--- src/rtl/pbs_cmd_issuer.sv ---
// Queues host PBS commands and drives them one at a time through the engine's start/done level handshake.
// Optional watchdog per command is compiled in with `define TFHE_PBS_TIMEOUT_EN.
module pbs_cmd_issuer #(
  parameter int          C_S_AXI_DATA_WIDTH = 32,
  parameter int          FIFO_DEPTH         = 4,
  parameter logic [31:0] TIMEOUT_CYCLES     = 32'hFFFF_FFFF
) (
  input  logic                                clk,
  input  logic                                reset_n,
  input  logic                                cmd_valid,
  output logic                                cmd_ready,
  input  logic [C_S_AXI_DATA_WIDTH-1:0]       cmd_addr,
  input  logic [C_S_AXI_DATA_WIDTH-1:0]       cmd_len,
  output logic                                start_pbs,
  output logic [C_S_AXI_DATA_WIDTH-1:0]       host_wr_addr,
  output logic [C_S_AXI_DATA_WIDTH-1:0]       host_wr_len,
  input  logic                                pbs_busy,
  input  logic                                pbs_done,
  input  logic [C_S_AXI_DATA_WIDTH-1:0]       host_rd_addr,
  input  logic [C_S_AXI_DATA_WIDTH-1:0]       host_rd_len,
  output logic                                res_valid,
  output logic [C_S_AXI_DATA_WIDTH-1:0]       res_addr,
  output logic [C_S_AXI_DATA_WIDTH-1:0]       res_len,
  output logic [15:0]                         done_cnt,
  output logic                                irq_done,
  input  logic                                irq_clr,
  output logic [$clog2(FIFO_DEPTH):0]         q_level,
  output logic                                err_timeout
);

  localparam int PTR_W = $clog2(FIFO_DEPTH);
  localparam int LVL_W = PTR_W + 1;
  localparam logic [LVL_W-1:0] FULL_LVL = LVL_W'(FIFO_DEPTH);
  localparam int W = C_S_AXI_DATA_WIDTH;

  typedef enum logic [1:0] {S_IDLE, S_ISSUE, S_GAP} state_e;

  state_e             state_q, state_d;
  logic [W-1:0]       addr_mem_q [FIFO_DEPTH];
  logic [W-1:0]       addr_mem_d [FIFO_DEPTH];
  logic [W-1:0]       len_mem_q  [FIFO_DEPTH];
  logic [W-1:0]       len_mem_d  [FIFO_DEPTH];
  logic [PTR_W-1:0]   wr_ptr_q, wr_ptr_d;
  logic [PTR_W-1:0]   rd_ptr_q, rd_ptr_d;
  logic [LVL_W-1:0]   lvl_q, lvl_d;
  logic               cmd_ready_q, cmd_ready_d;
  logic               start_q, start_d;
  logic [W-1:0]       wr_addr_q, wr_addr_d;
  logic [W-1:0]       wr_len_q, wr_len_d;
  logic               res_valid_q, res_valid_d;
  logic [W-1:0]       res_addr_q, res_addr_d;
  logic [W-1:0]       res_len_q, res_len_d;
  logic [15:0]        done_cnt_q, done_cnt_d;
  logic               irq_q, irq_d;
  logic               push, pop, complete;
  logic               unused_sig;

`ifdef TFHE_PBS_TIMEOUT_EN
  logic [31:0]        wd_q, wd_d;
  logic               err_q, err_d;
  logic               expire;
`endif

  // Busy is informational only; the engine is sequenced purely by start/done.
  assign unused_sig = pbs_busy ^ TIMEOUT_CYCLES[0];

  always_comb begin
    state_d     = state_q;
    addr_mem_d  = addr_mem_q;
    len_mem_d   = len_mem_q;
    wr_ptr_d    = wr_ptr_q;
    rd_ptr_d    = rd_ptr_q;
    lvl_d       = lvl_q;
    start_d     = start_q;
    wr_addr_d   = wr_addr_q;
    wr_len_d    = wr_len_q;
    res_valid_d = 1'b0;
    res_addr_d  = res_addr_q;
    res_len_d   = res_len_q;
    done_cnt_d  = done_cnt_q;
    irq_d       = irq_q;
    pop         = 1'b0;
    complete    = 1'b0;
    push        = cmd_valid && cmd_ready_q;
`ifdef TFHE_PBS_TIMEOUT_EN
    wd_d        = wd_q;
    err_d       = err_q;
    expire      = 1'b0;
`endif

    if (push) begin
      addr_mem_d[wr_ptr_q] = cmd_addr;
      len_mem_d[wr_ptr_q]  = cmd_len;
    end

    case (state_q)
      S_IDLE: begin
        if (lvl_q != '0) begin
          pop       = 1'b1;
          wr_addr_d = addr_mem_q[rd_ptr_q];
          wr_len_d  = len_mem_q[rd_ptr_q];
          start_d   = 1'b1;
          state_d   = S_ISSUE;
`ifdef TFHE_PBS_TIMEOUT_EN
          wd_d      = '0;
`endif
        end
      end
      S_ISSUE: begin
        if (pbs_done) begin
          complete    = 1'b1;
          start_d     = 1'b0;
          res_addr_d  = host_rd_addr;
          res_len_d   = host_rd_len;
          res_valid_d = 1'b1;
          done_cnt_d  = done_cnt_q + 16'd1;
          state_d     = S_GAP;
        end
`ifdef TFHE_PBS_TIMEOUT_EN
        else if (wd_q + 32'd1 == TIMEOUT_CYCLES) begin
          expire  = 1'b1;
          start_d = 1'b0;
          state_d = S_GAP;
        end else begin
          wd_d = wd_q + 32'd1;
        end
`endif
      end
      // One low cycle lets the engine re-arm its start edge detector.
      S_GAP:   state_d = S_IDLE;
      default: state_d = S_IDLE;
    endcase

    if (push) wr_ptr_d = wr_ptr_q + PTR_W'(1);
    if (pop)  rd_ptr_d = rd_ptr_q + PTR_W'(1);
    lvl_d       = lvl_q + LVL_W'(push) - LVL_W'(pop);
    cmd_ready_d = (lvl_d != FULL_LVL);

    if (irq_clr)  irq_d = 1'b0;
    if (complete) irq_d = 1'b1;
`ifdef TFHE_PBS_TIMEOUT_EN
    if (irq_clr) err_d = 1'b0;
    if (expire)  err_d = 1'b1;
`endif
  end

  always_ff @(posedge clk) begin
    if (!reset_n) begin
      state_q     <= S_IDLE;
      wr_ptr_q    <= '0;
      rd_ptr_q    <= '0;
      lvl_q       <= '0;
      cmd_ready_q <= 1'b1;
      start_q     <= 1'b0;
      wr_addr_q   <= '0;
      wr_len_q    <= '0;
      res_valid_q <= 1'b0;
      res_addr_q  <= '0;
      res_len_q   <= '0;
      done_cnt_q  <= '0;
      irq_q       <= 1'b0;
`ifdef TFHE_PBS_TIMEOUT_EN
      wd_q        <= '0;
      err_q       <= 1'b0;
`endif
    end else begin
      state_q     <= state_d;
      wr_ptr_q    <= wr_ptr_d;
      rd_ptr_q    <= rd_ptr_d;
      lvl_q       <= lvl_d;
      cmd_ready_q <= cmd_ready_d;
      start_q     <= start_d;
      wr_addr_q   <= wr_addr_d;
      wr_len_q    <= wr_len_d;
      res_valid_q <= res_valid_d;
      res_addr_q  <= res_addr_d;
      res_len_q   <= res_len_d;
      done_cnt_q  <= done_cnt_d;
      irq_q       <= irq_d;
`ifdef TFHE_PBS_TIMEOUT_EN
      wd_q        <= wd_d;
      err_q       <= err_d;
`endif
    end
  end

  // Queue storage carries only data; occupancy and pointers gate its validity.
  always_ff @(posedge clk) begin
    addr_mem_q <= addr_mem_d;
    len_mem_q  <= len_mem_d;
  end

  assign cmd_ready    = cmd_ready_q;
  assign start_pbs    = start_q;
  assign host_wr_addr = wr_addr_q;
  assign host_wr_len  = wr_len_q;
  assign res_valid    = res_valid_q;
  assign res_addr     = res_addr_q;
  assign res_len      = res_len_q;
  assign done_cnt     = done_cnt_q;
  assign irq_done     = irq_q;
  assign q_level      = lvl_q;
`ifdef TFHE_PBS_TIMEOUT_EN
  assign err_timeout  = err_q;
`else
  assign err_timeout  = 1'b0;
`endif

endmodule
--- config.mk ---
export PLATFORM = sky130hd
export DESIGN_NAME = pbs_cmd_issuer
export DESIGN_NICKNAME = d
export VERILOG_FILES = /design/src/rtl/pbs_cmd_issuer.sv
export SDC_FILE = /design/constraint.sdc
export NUM_CORES = 1
export LEC_CHECK = 0
export CAP_MARGIN = 20
export CORE_ASPECT_RATIO = 1.2
export CORE_UTILIZATION = 40
export DETAILED_ROUTE_END_ITERATION = 8
export GPL_ROUTABILITY_DRIVEN = 0
export PLACE_DENSITY_LB_ADDON = 0.05
export SETUP_SLACK_MARGIN = 0.2
export SKIP_CTS_REPAIR_TIMING = 1
export SLEW_MARGIN = 10
export SYNTH_ARGS = -nofsm -noshare
export SYNTH_HDL_FRONTEND = slang
export SYNTH_SLANG_ARGS = --single-unit
--- constraint.sdc ---
create_clock -name clk -period 2.4 [get_ports clk]
set_clock_uncertainty 0.1 [all_clocks]
set_input_delay 0.48 -clock clk [delete_from_list [all_inputs] [get_ports clk]]
set_output_delay 0.48 -clock clk [all_outputs]
set_load 0.01 [all_outputs]
==> qor.csv, run 1 <==
metric;value;unit
fin_ws;205;ps
synth_top_family_by_area;multiplexers;
area_growth_syn_to_layout;34.4;%
syn_nets;1179;
slowest_delay;380;ps
final_cell_mix;clkdlybuf4s50_1 (279), nand2_1 (272), edfxtp_1 (256), dfxtp_1 (149), a21boi_0 (127);
cp-end-kind;flip-flop;
avgSynthCellArea;14.7;um2
cts_root_buf;clkbuf_16;
dp.final_hpwl;20400;um
clk_pin_slew;60;ps
yosys.area_share.xor_xnor;0.00691;
finalCritPeriodShare;0.915;
power_leakage;6.86;nW
ant_nets;0;
clock-sinks;413;
ys_ff_latch;413;
hold_violations;0;
overflow;0;
hp-class;in2reg;
row_count;77;
final_common_cell;clkdlybuf4s50_1;
cts_made_buffers;42;
synthMuxAreaShare;0.0973;
worstPathRequired;2720;ps
port_buffers;283;
fin_cells;1846;
tritoncts;yes;
power_density;1060;mW/mm2
maxCapViolCount;0;
fp.dieH;216;um
cp_cell_sequence;nor3_4 -> or3_4 -> inv_4 -> ha_4 -> inv_2 -> ha_4 -> fa_2 -> xor2_1 -> xnor2_1 -> and2_1 -> nand2_1;
crit_start;q_level[1]$_SDFF_PN0_;
core;0.0372;mm2
netlist_area;0.0152;mm2
grt_start_max_net_pins;69;
die-area;0.0388;mm2
firstDrtPassIters;5;
reg2reg_depth;11;
grt_pass1_vias;9179;
hold_ws;169;ps
antenna_found_initial;2;
grt_pass1_wl;53200;um
final_core_util;0.550;
r2r-end;cmd_ready$_SDFF_PN1_;
arrival;2510;ps
clkLatencyLatePin;540;ps
drc;0;
drive_gt1_frac;0.139;
cp-start-kind;flip-flop;
placedCellCount;1764;
crit_slowest_cell;or3_4;
synth_compound_area_frac;0.0689;
setup-violations-final;0;
status;finished clean;
track_usage;0.176;
n_fill_cell;3070;
slew_headroom;0.374;
regArea;0.0109;mm2
multiInputGateArea;0.00417;mm2
critPathMostFrequentCell;ha_4;
netlist_instances;1037;
drt-initial-drc-count;329;
fin_setup_tns;0;ps
yosysTopAreaCellShare;0.505;
clockBufferDepth;3;
power;21.7;mW
num_vias;9041;
yosysSeqAreaShare;0.712;
reg2reg_from;q_level[1]$_SDFF_PN0_;
path_max_fanout;3;
io_pins;286;
viasPerCell;4.90;
initial_utilization;0.409;
post_dp_cell_area;0.0189;mm2
cts-htree-levels;2;
fin_crit;2200;ps
yosysTopAreaCell;edfxtp_1;
whs_path_depth;2;
finalWirelength;33900;um
final-max-slew-violation-count;0;
wire_per_inst;18.3;um
endpoint;cmd_ready$_SDFF_PN1_;
ff2ff_setup_slack;200;ps
die_w;180;um
worstMarginPinSlew;939;ps
synthTopCellsByArea;edfxtp_1 (51%), dfxtp_1 (21%), mux4_2 (9.5%), nand2_1 (6.7%), a21boi_0 (6.3%);
rsz0062_at_grt;yes;
yosysUniqueCellTypes;36;
synth_simple_gate_area_frac;0.0891;
max_freq;456;MHz
yosys.area_share.adder;0.00707;
fin_area;0.0204;mm2
ys_warn_count;0;
crit_type;reg2reg;
pre_cts_slack;-181;ps
nNetsFinal;1480;
vdd_drop_max;0.000676;V
==> Yosys cell counts (all sizes together) <==
| library cell | instances |
|---|---|
| or4b | 1 |
| xor2 | 2 |
| nor3b | 2 |
| dfxtp | 157 |
| nor4 | 1 |
| nand2 | 272 |
| mux2i | 4 |
| and3 | 4 |
| o21a | 1 |
| nor2 | 1 |
| fa | 1 |
| and3b | 1 |
| xnor2 | 10 |
| or3 | 5 |
| inv | 8 |
| nand4b | 1 |
| clkbuf | 44 |
| or4 | 1 |
| ha | 7 |
| and4 | 1 |
| nor2b | 1 |
| conb | 1 |
| nand4 | 4 |
| mux4 | 64 |
| nor3 | 4 |
| o21ai | 4 |
| nand3b | 1 |
| nand3 | 4 |
| and2 | 14 |
| edfxtp | 256 |
| a21boi | 136 |
| buf | 19 |
| nand2b | 5 |
==> worst max-delay path: cells and delay by family, from the launching register on <==
family / cells / cell delay (ps)
fa+ha+maj: 3 / 580
flops: 1 / 360
xor+xnor: 2 / 320
buf+inv: 2 / 100
simple gates: 4 / 620
==> how the worst min path moves through the flow <==
stage	from	endpoint	slack, ps
floorplan	wr_ptr_q[1]$_SDFFE_PN0P_	wr_ptr_q[1]$_SDFFE_PN0P_	380
global route	reset_n	host_wr_len[25]$_SDFFE_PN0P_	170
CTS	reset_n	host_wr_len[25]$_SDFFE_PN0P_	140
finish	reset_n	host_wr_len[25]$_SDFFE_PN0P_	170
detailed placement	host_wr_len[31]$_SDFFE_PN0P_	host_wr_len[31]$_SDFFE_PN0P_	350
global placement	host_wr_addr[7]$_SDFFE_PN0P_	host_wr_addr[7]$_SDFFE_PN0P_	340
==> sequential cells by signal, summed over array words and instances (netlist names) <==
register / cells
res_len: 32
res_addr: 32
start_pbs: 1
cmd_ready: 1
len_mem_q: 128
irq_done: 1
q_level: 3
rd_ptr_q: 2
wr_ptr_q: 2
addr_mem_q: 128
host_wr_addr: 32
done_cnt: 16
state_q: 2
res_valid: 1
host_wr_len: 32
==> power breakdown <==
| group | switching (mW) | internal [mW] |
|---|---|---|
| sequential | 0.587 | 8.73 |
| combinational | 2.73 | 2.86 |
| clock | 2.66 | 4.12 |
| total | 5.98 | 15.7 |
==> layout make-up <==
class / instances / area share
clock inverter: 29 / 0.0158
inverter: 8 / 0.00159
antenna: 1 / 0.000122
timing repair buffer: 320 / 0.164
multi-input combinational: 553 / 0.204
clock buffer: 48 / 0.0550
tap: 474 / 0.0290
sequential: 413 / 0.531
==> kinds of logic (layout without fill, tap and decap cells) <==
| group | Yosys count | in the layout |
|---|---|---|
| compound gates | 141 | 141 |
| xor+xnor | 12 | 12 |
| fa+ha+maj | 8 | 8 |
| buf+inv | 71 | 405 |
| flops | 413 | 413 |
| mux | 68 | 68 |
| other cells | 1 | 2 |
| simple gates | 323 | 323 |
==> routing by layer <==
metal / routed length (um) / share of wire / global-route usage / vias to the layer above
met3: 2110 / 0.062 / 0.0398 / 50
met5: 17 / 0.00050 / 0 / -
met1: 14400 / 0.42 / 0.225 / 4378
met4: 690 / 0.020 / 0.0484 / 2
met2: 16700 / 0.49 / 0.301 / 269
li1: - / - / - / 4342
(Power assumes the default switching activity.)
==> run 2, diff against run 1 <==
--- a/config.mk
+++ b/config.mk
@@ -7,13 +7,14 @@
 export LEC_CHECK = 0
 export CAP_MARGIN = 20
 export CORE_ASPECT_RATIO = 1.2
+export CORE_MARGIN = 1
 export CORE_UTILIZATION = 40
 export DETAILED_ROUTE_END_ITERATION = 8
 export GPL_ROUTABILITY_DRIVEN = 0
 export PLACE_DENSITY_LB_ADDON = 0.05
 export SETUP_SLACK_MARGIN = 0.2
 export SKIP_CTS_REPAIR_TIMING = 1
-export SLEW_MARGIN = 10
+export SLEW_MARGIN = 20
 export SYNTH_ARGS = -nofsm -noshare
 export SYNTH_HDL_FRONTEND = slang
 export SYNTH_SLANG_ARGS = --single-unit
==> results of run 2 <==
The final DEF is identical to that of run 1; final timing and power are the same.
